### src/rtl/fetch_pkg.sv
// fetch_pkg: constants and types shared by the fetch stage, the instruction
// ROM and the hex-view top level.
//   FETCH_ADDR_W   - default ROM address / PC width
//   FETCH_DATA_W   - default ROM word / IR width
//   FETCH_RESET_PC - PC value loaded by reset
//   fetch_state_e  - fetch sequencer states
package fetch_pkg;

  localparam int unsigned FETCH_ADDR_W   = 8;
  localparam int unsigned FETCH_DATA_W   = 32;
  localparam int unsigned FETCH_RESET_PC = 0;

  typedef enum logic [1:0] {
    IDLE  = 2'd0,
    ISSUE = 2'd1,
    WAIT  = 2'd2
  } fetch_state_e;

endpackage

### src/rtl/rom_wait_counter.sv
// rom_wait_counter: loadable down-counter that times out a fixed memory read
// latency. Load it on the cycle before the wait begins; o_expire is high on
// the final wait cycle.
//   i_clk    - clock
//   i_rst    - synchronous active-high reset
//   i_load   - preload with LATENCY-1 (takes priority over counting)
//   i_run    - high while waiting; enables decrement and qualifies o_expire
//   o_expire - final wait cycle strobe
module rom_wait_counter #(
  parameter int unsigned LATENCY = 1
) (
  input  logic i_clk,
  input  logic i_rst,
  input  logic i_load,
  input  logic i_run,
  output logic o_expire
);

  localparam int unsigned CNT_W = (LATENCY > 1) ? $clog2(LATENCY) : 1;

  logic [CNT_W-1:0] r_count;

  always_ff @(posedge i_clk) begin
    if (i_rst) begin
      r_count <= '0;
    end else if (i_load) begin
      r_count <= CNT_W'(LATENCY - 1);
    end else if (i_run && (r_count != '0)) begin
      r_count <= r_count - CNT_W'(1);
    end
  end

  assign o_expire = i_run && (r_count == '0);

endmodule

### src/rtl/instruction_fetch_unit.sv
// instruction_fetch_unit: fetch stage. Holds the PC, issues one ROM read per
// fetch, waits out the ROM latency, latches the word into IR, then advances
// or redirects the PC.
//   Clock, Reset             - clock, synchronous active-high reset
//   Enable                   - run switch; gates acceptance of new fetches
//   FetchReq                 - fetch request, sampled only when idle
//   BranchTake/BranchTarget  - redirect PC (immediate when idle, pending when busy)
//   RomAddress/RomClken      - registered ROM address and clock-enable
//   RomQ                     - ROM read data
//   IR, PC                   - instruction register, program counter
//   FetchDone                - one-cycle pulse after IR is written
//   Busy                     - high whenever a fetch is in flight
module instruction_fetch_unit
  import fetch_pkg::*;
#(
  parameter int unsigned ADDR_W      = FETCH_ADDR_W,
  parameter int unsigned DATA_W      = FETCH_DATA_W,
  parameter int unsigned ROM_LATENCY = 1,
  parameter int unsigned RESET_PC    = FETCH_RESET_PC
) (
  input  logic              Clock,
  input  logic              Reset,
  input  logic              Enable,
  input  logic              FetchReq,
  input  logic              BranchTake,
  input  logic [ADDR_W-1:0] BranchTarget,
  output logic [ADDR_W-1:0] RomAddress,
  output logic              RomClken,
  input  logic [DATA_W-1:0] RomQ,
  output logic [DATA_W-1:0] IR,
  output logic [ADDR_W-1:0] PC,
  output logic              FetchDone,
  output logic              Busy
);

  localparam logic [ADDR_W-1:0] RST_PC = ADDR_W'(RESET_PC);

  fetch_state_e      r_state;
  fetch_state_e      w_next_state;
  logic [ADDR_W-1:0] r_pc;
  logic [DATA_W-1:0] r_ir;
  logic [ADDR_W-1:0] r_rom_addr;
  logic              r_rom_clken;
  logic              r_done;
  logic              r_busy;
  logic              r_pend_valid;
  logic [ADDR_W-1:0] r_pend_tgt;

  logic              w_accept;
  logic              w_expire;
  logic              w_complete;
  logic [ADDR_W-1:0] w_fetch_addr;
  logic [ADDR_W-1:0] w_next_pc;

  assign w_accept     = (r_state == IDLE) && FetchReq && Enable;
  assign w_fetch_addr = BranchTake ? BranchTarget : r_pc;
  assign w_complete   = (r_state == WAIT) && w_expire;

  // A branch arriving on the completion edge is newer than any pending one.
  assign w_next_pc = BranchTake   ? BranchTarget :
                     r_pend_valid ? r_pend_tgt   :
                                    r_rom_addr + ADDR_W'(1);

  rom_wait_counter #(
    .LATENCY (ROM_LATENCY)
  ) u_wait (
    .i_clk    (Clock),
    .i_rst    (Reset),
    .i_load   (r_state == ISSUE),
    .i_run    (r_state == WAIT),
    .o_expire (w_expire)
  );

  always_ff @(posedge Clock) begin
    if (Reset) begin
      r_state <= IDLE;
    end else begin
      r_state <= w_next_state;
    end
  end

  always_comb begin
    w_next_state = r_state;
    unique case (r_state)
      IDLE:    if (w_accept) w_next_state = ISSUE;
      ISSUE:   w_next_state = WAIT;
      WAIT:    if (w_expire) w_next_state = IDLE;
      default: w_next_state = IDLE;
    endcase
  end

  always_ff @(posedge Clock) begin
    if (Reset) begin
      r_pc         <= RST_PC;
      r_ir         <= '0;
      r_rom_addr   <= RST_PC;
      r_rom_clken  <= 1'b0;
      r_done       <= 1'b0;
      r_busy       <= 1'b0;
      r_pend_valid <= 1'b0;
      r_pend_tgt   <= '0;
    end else begin
      r_done <= w_complete;
      r_busy <= (w_next_state != IDLE);
      if (r_state == IDLE) begin
        if (w_accept) begin
          r_pc         <= w_fetch_addr;
          r_rom_addr   <= w_fetch_addr;
          r_rom_clken  <= 1'b1;
          r_pend_valid <= 1'b0;
        end else if (BranchTake) begin
          r_pc <= BranchTarget;
        end
      end else begin
        if (BranchTake) begin
          r_pend_valid <= 1'b1;
          r_pend_tgt   <= BranchTarget;
        end
        if (w_complete) begin
          r_ir         <= RomQ;
          r_rom_clken  <= 1'b0;
          r_pend_valid <= 1'b0;
          r_pc         <= w_next_pc;
        end
      end
    end
  end

  assign RomAddress = r_rom_addr;
  assign RomClken   = r_rom_clken;
  assign IR         = r_ir;
  assign PC         = r_pc;
  assign FetchDone  = r_done;
  assign Busy       = r_busy;

endmodule

### config.mk
export PLATFORM = sky130hd
export DESIGN_NAME = instruction_fetch_unit
export DESIGN_NICKNAME = d
export VERILOG_FILES = /design/src/rtl/fetch_pkg.sv /design/src/rtl/rom_wait_counter.sv /design/src/rtl/instruction_fetch_unit.sv
export SDC_FILE = /design/constraint.sdc
export NUM_CORES = 1
export LEC_CHECK = 0
export CAP_MARGIN = 10
export CORE_MARGIN = 2
export CORE_UTILIZATION = 40
export DETAILED_ROUTE_END_ITERATION = 10
export GPL_TIMING_DRIVEN = 1
export PLACE_DENSITY = 0.75
export REMOVE_ABC_BUFFERS = 1
export SLEW_MARGIN = 5
export SYNTH_ARGS = -nofsm -noshare
export SYNTH_HDL_FRONTEND = slang
export SYNTH_SLANG_ARGS = --single-unit
### constraint.sdc
create_clock -name Clock -period 2.3 [get_ports Clock]
set_clock_uncertainty 0.1 [all_clocks]
set_input_delay 0.575 -clock Clock [delete_from_list [all_inputs] [get_ports Clock]]
set_output_delay 0.575 -clock Clock [all_outputs]
set_load 0.02 [all_outputs]
==> out/results.tsv <==
stage	metric	value	unit
power	Pwr Density	719.6	nW/µm²
floorplanning	FP Rows	28	
logic_synthesis	Top FF cell, synth	dfxtp_1	
timing	final worst path period share	0.9512	
timing	pins over their slew limit	0	
global_route	All-Layer GR Usage	0.1981	
timing	Setup WS post-layout	0.1122	ns
finish	most frequent cells in the layout	clkdlybuf4s50_1 (95), dfxtp_1 (63), a22o_1 (32)	
logic_synthesis	syn_area_per_cell	9.908	µm²
setup_path	class of the most critical setup path	reg -> out	
global_route	vias in the first global route	2195	
floorplanning	Initial Util	0.4117	
setup_path	stages on the worst setup path	1	
setup_path	CP max FO	7	
route	1st-iter DRT viols	130	
route	Via Count	2288	
logic_synthesis	Post-Synthesis Cells	246	
place	Place WS	0.2197	ns
finish	ant diodes	0	
clocking	Post-CTS Setup Repair Bufs	0	
global_route	first-pass GRT wire length	10.03	mm
global_route	global route total overflow	0	
setup_path	cell chain of the critical path	clkdlybuf4s50_1	
logic_synthesis	#FFs+latches synth	63	
logic_synthesis	register area share after synthesis	0.5175	
run_status	outcome	finished, final reports clean	
route	Routed WL per cell	15.11	µm
floorplanning	io pins	96	
logic_synthesis	Synth Warn #	0	
setup_path	Max stage delay cell, worst path	clkdlybuf4s50_1	
finish	share of cells above drive strength 1	0.09169	
setup_path	WP buf/inv	1	
setup_path	Startpoint Class	flip-flop	
clocking	Clock Tree Root	clkbuf_8	
place	post-DP HPWL	4.373	mm
global_route	initial antenna violation count	0	
setup_path	critical path arrival	1.51	ns
clocking	Hold Buf Count CTS	0	
global_route	grt met1 use	0.2434	
timing	Least-Margin Pin Slew	0.5401	ns
timing	total negative slack	0	ns
run	Max Cap Viol	0	
floorplanning	full die area	6734	µm²
clocking	Worst-Skew Late Latency	0.33	ns
route	final antenna-violating net count	0	
floorplanning	Die H	82.06	µm
route	DRC errors left	0	
clocking	PostCTS Resize Cnt	0	
timing	Final setup viols	0	
global_route	met3 Use GR	0.09011	
worst_hold_path	worst hold stages	2	
finish	Layout area overhead	53.80	%
route	DR vias/cell	5.396	
clocking	CTS tree	built	
timing	RSZ-0062 raised after global routing	false	
global_route	GRT busiest layer	met2	
finish	leading cell type in the layout, fill and taps excluded	clkdlybuf4s50_1	
worst_hold_path	hold crit path type	reg -> reg	
timing	Rel. slew slack	0.6395	
floorplanning	Die W	82.06	µm
logic_synthesis	fraction of registers with async set or reset after synthesis	0	
finish	NumNets Final	390	
setup_path	Crit path max-delay family	buffers and inverters	
place	IO Port Bufs	95	
logic_synthesis	synthesized cell area	2437	µm²
place	routability cong.	0.9217	
route	drt first pass iters	4	
timing	Fin. Hold Viols	0	
clocking	Clk pin slew, worst setup/hold paths	0.07	ns
setup_path	CP endpoint kind	primary output	
global_route	largest net degree at the start of global routing	34	
global_route	grt met2 use	0.2870	
clocking	clock sinks	63	
power	Leakage	1.401	nW
timing	Period minus WS final	2.188	ns
setup_path	reg2reg path depth	4	
logic_synthesis	Unique masters post-synth	42	
timing	fmax	457.1	MHz
setup_path	max incr delay on CP	0.67	ns
route	overall routed net length	6.408	mm
power	Max IR drop VDD	0.4441	mV
clocking	Max clock buf depth	2	
clocking	CTS HTree Levels	3	
floorplanning	CORE AREA	5921	µm²
logic_synthesis	number of synthesized flops with an enable pin	0	
finish	FILL cells	513	
setup_path	Worst Path Required	1.62	ns
clocking	TritonCTS buffer count	9	
==> cell usage after synthesis (2+ instances only) <==
library cell / number / area [µm²]
a221oi_1: 3 / 26.28
nor2b_1: 2 / 12.51
o21a_1: 2 / 15.01
xnor2_1: 3 / 26.28
a21oi_1: 14 / 70.07
nand2b_1: 4 / 25.02
a211oi_1: 14 / 105.1
inv_1: 4 / 15.01
or3_1: 3 / 18.77
dfxtp_1: 63 / 1261
nand3_1: 12 / 60.06
mux2i_1: 8 / 80.08
a21o_1: 2 / 15.01
buf_4: 2 / 15.01
clkbuf_1: 8 / 30.03
buf_2: 6 / 30.03
o21ai_0: 8 / 40.04
o311ai_1: 2 / 17.52
nand2_1: 14 / 52.55
nor2_1: 17 / 63.81
a22o_1: 32 / 280.3
nor3_1: 2 / 10.01
or2_1: 2 / 12.51
==> metrics by stage <==
stage / total power, mW / hold WS (ns) / cell area [µm²] / std cells / util
floorplan: 1.331 / 0.3252 / 2359 / 229 / -
global placement: 1.534 / 0.3375 / 3505 / 408 / 0.5919
detailed placement: 1.539 / 0.3440 / 3505 / 408 / 0.5919
CTS: 2.715 / 0.3548 / 3749 / 424 / 0.6331
global route: 2.805 / 0.3721 / 3749 / 424 / 0.6331
finish: 2.697 / 0.3532 / 3749 / 424 / 0.6331
==> sequential cells by signal, summed over array words and instances (netlist names) <==
signal	flops
r_pend_tgt	8
RomAddress	8
r_pend_valid	1
u_wait.r_count	1
PC	8
IR	32
r_state	2
RomClken	1
Busy	1
FetchDone	1
==> area by class of cell <==
cell class                 count  area, µm²  share of cell area
sequential                    63       1261              0.3364
inverter                       4      15.01            0.004005
tap                           75      93.84             0.02503
multi-input combinational    162       1091              0.2911
clock buffer                   9      123.9             0.03304
timing repair buffer         104       1044              0.2784
clock inverter                 7      120.1             0.03204
==> per-layer routing <==
layer,share of wire,vias up
met4,0.020,0
met2,0.42,118
met3,0.12,12
met5,0,-
li1,-,1108
met1,0.45,1050
==> power breakdown <==
group	internal (mW)	leakage (nW)	total, mW	switching [mW]
combinational	0.187	0.768	0.343	0.156
sequential	1.13	0.513	1.17	0.0422
clock	0.723	0.120	1.18	0.458
total	2.04	1.40	2.70	0.656
==> worst min-delay path, stage by stage (launching register included) <==
cell and delay [ns]:
dfxtp_1 0.31, nand2_1 0.05, a21oi_1 0.05
==> worst paths after layout <==
path	from	endpoint	slack, ns
hold / removal	r_pend_tgt[5]	r_pend_tgt[5]	0.35
setup / recovery	RomAddress[2]	RomAddress[2]	0.11
hold reg to reg	r_pend_tgt[5]	r_pend_tgt[5]	0.35
setup reg to reg	RomAddress[2]	PC[7]	0.56
==> cell families (layout without fill, tap and decap cells) <==
family / Yosys count / in the layout / share of synthesized area
compound gates: 85 / 85 / 0.2613
xor+xnor: 3 / 3 / 0.01078
fa+ha+maj: 1 / 1 / 0.005133
buf+inv: 21 / 124 / 0.03850
flops: 63 / 63 / 0.5175
mux: 8 / 8 / 0.03286
simple gates: 65 / 65 / 0.1340
No activity file was read; power rests on OpenSTA's default activity.
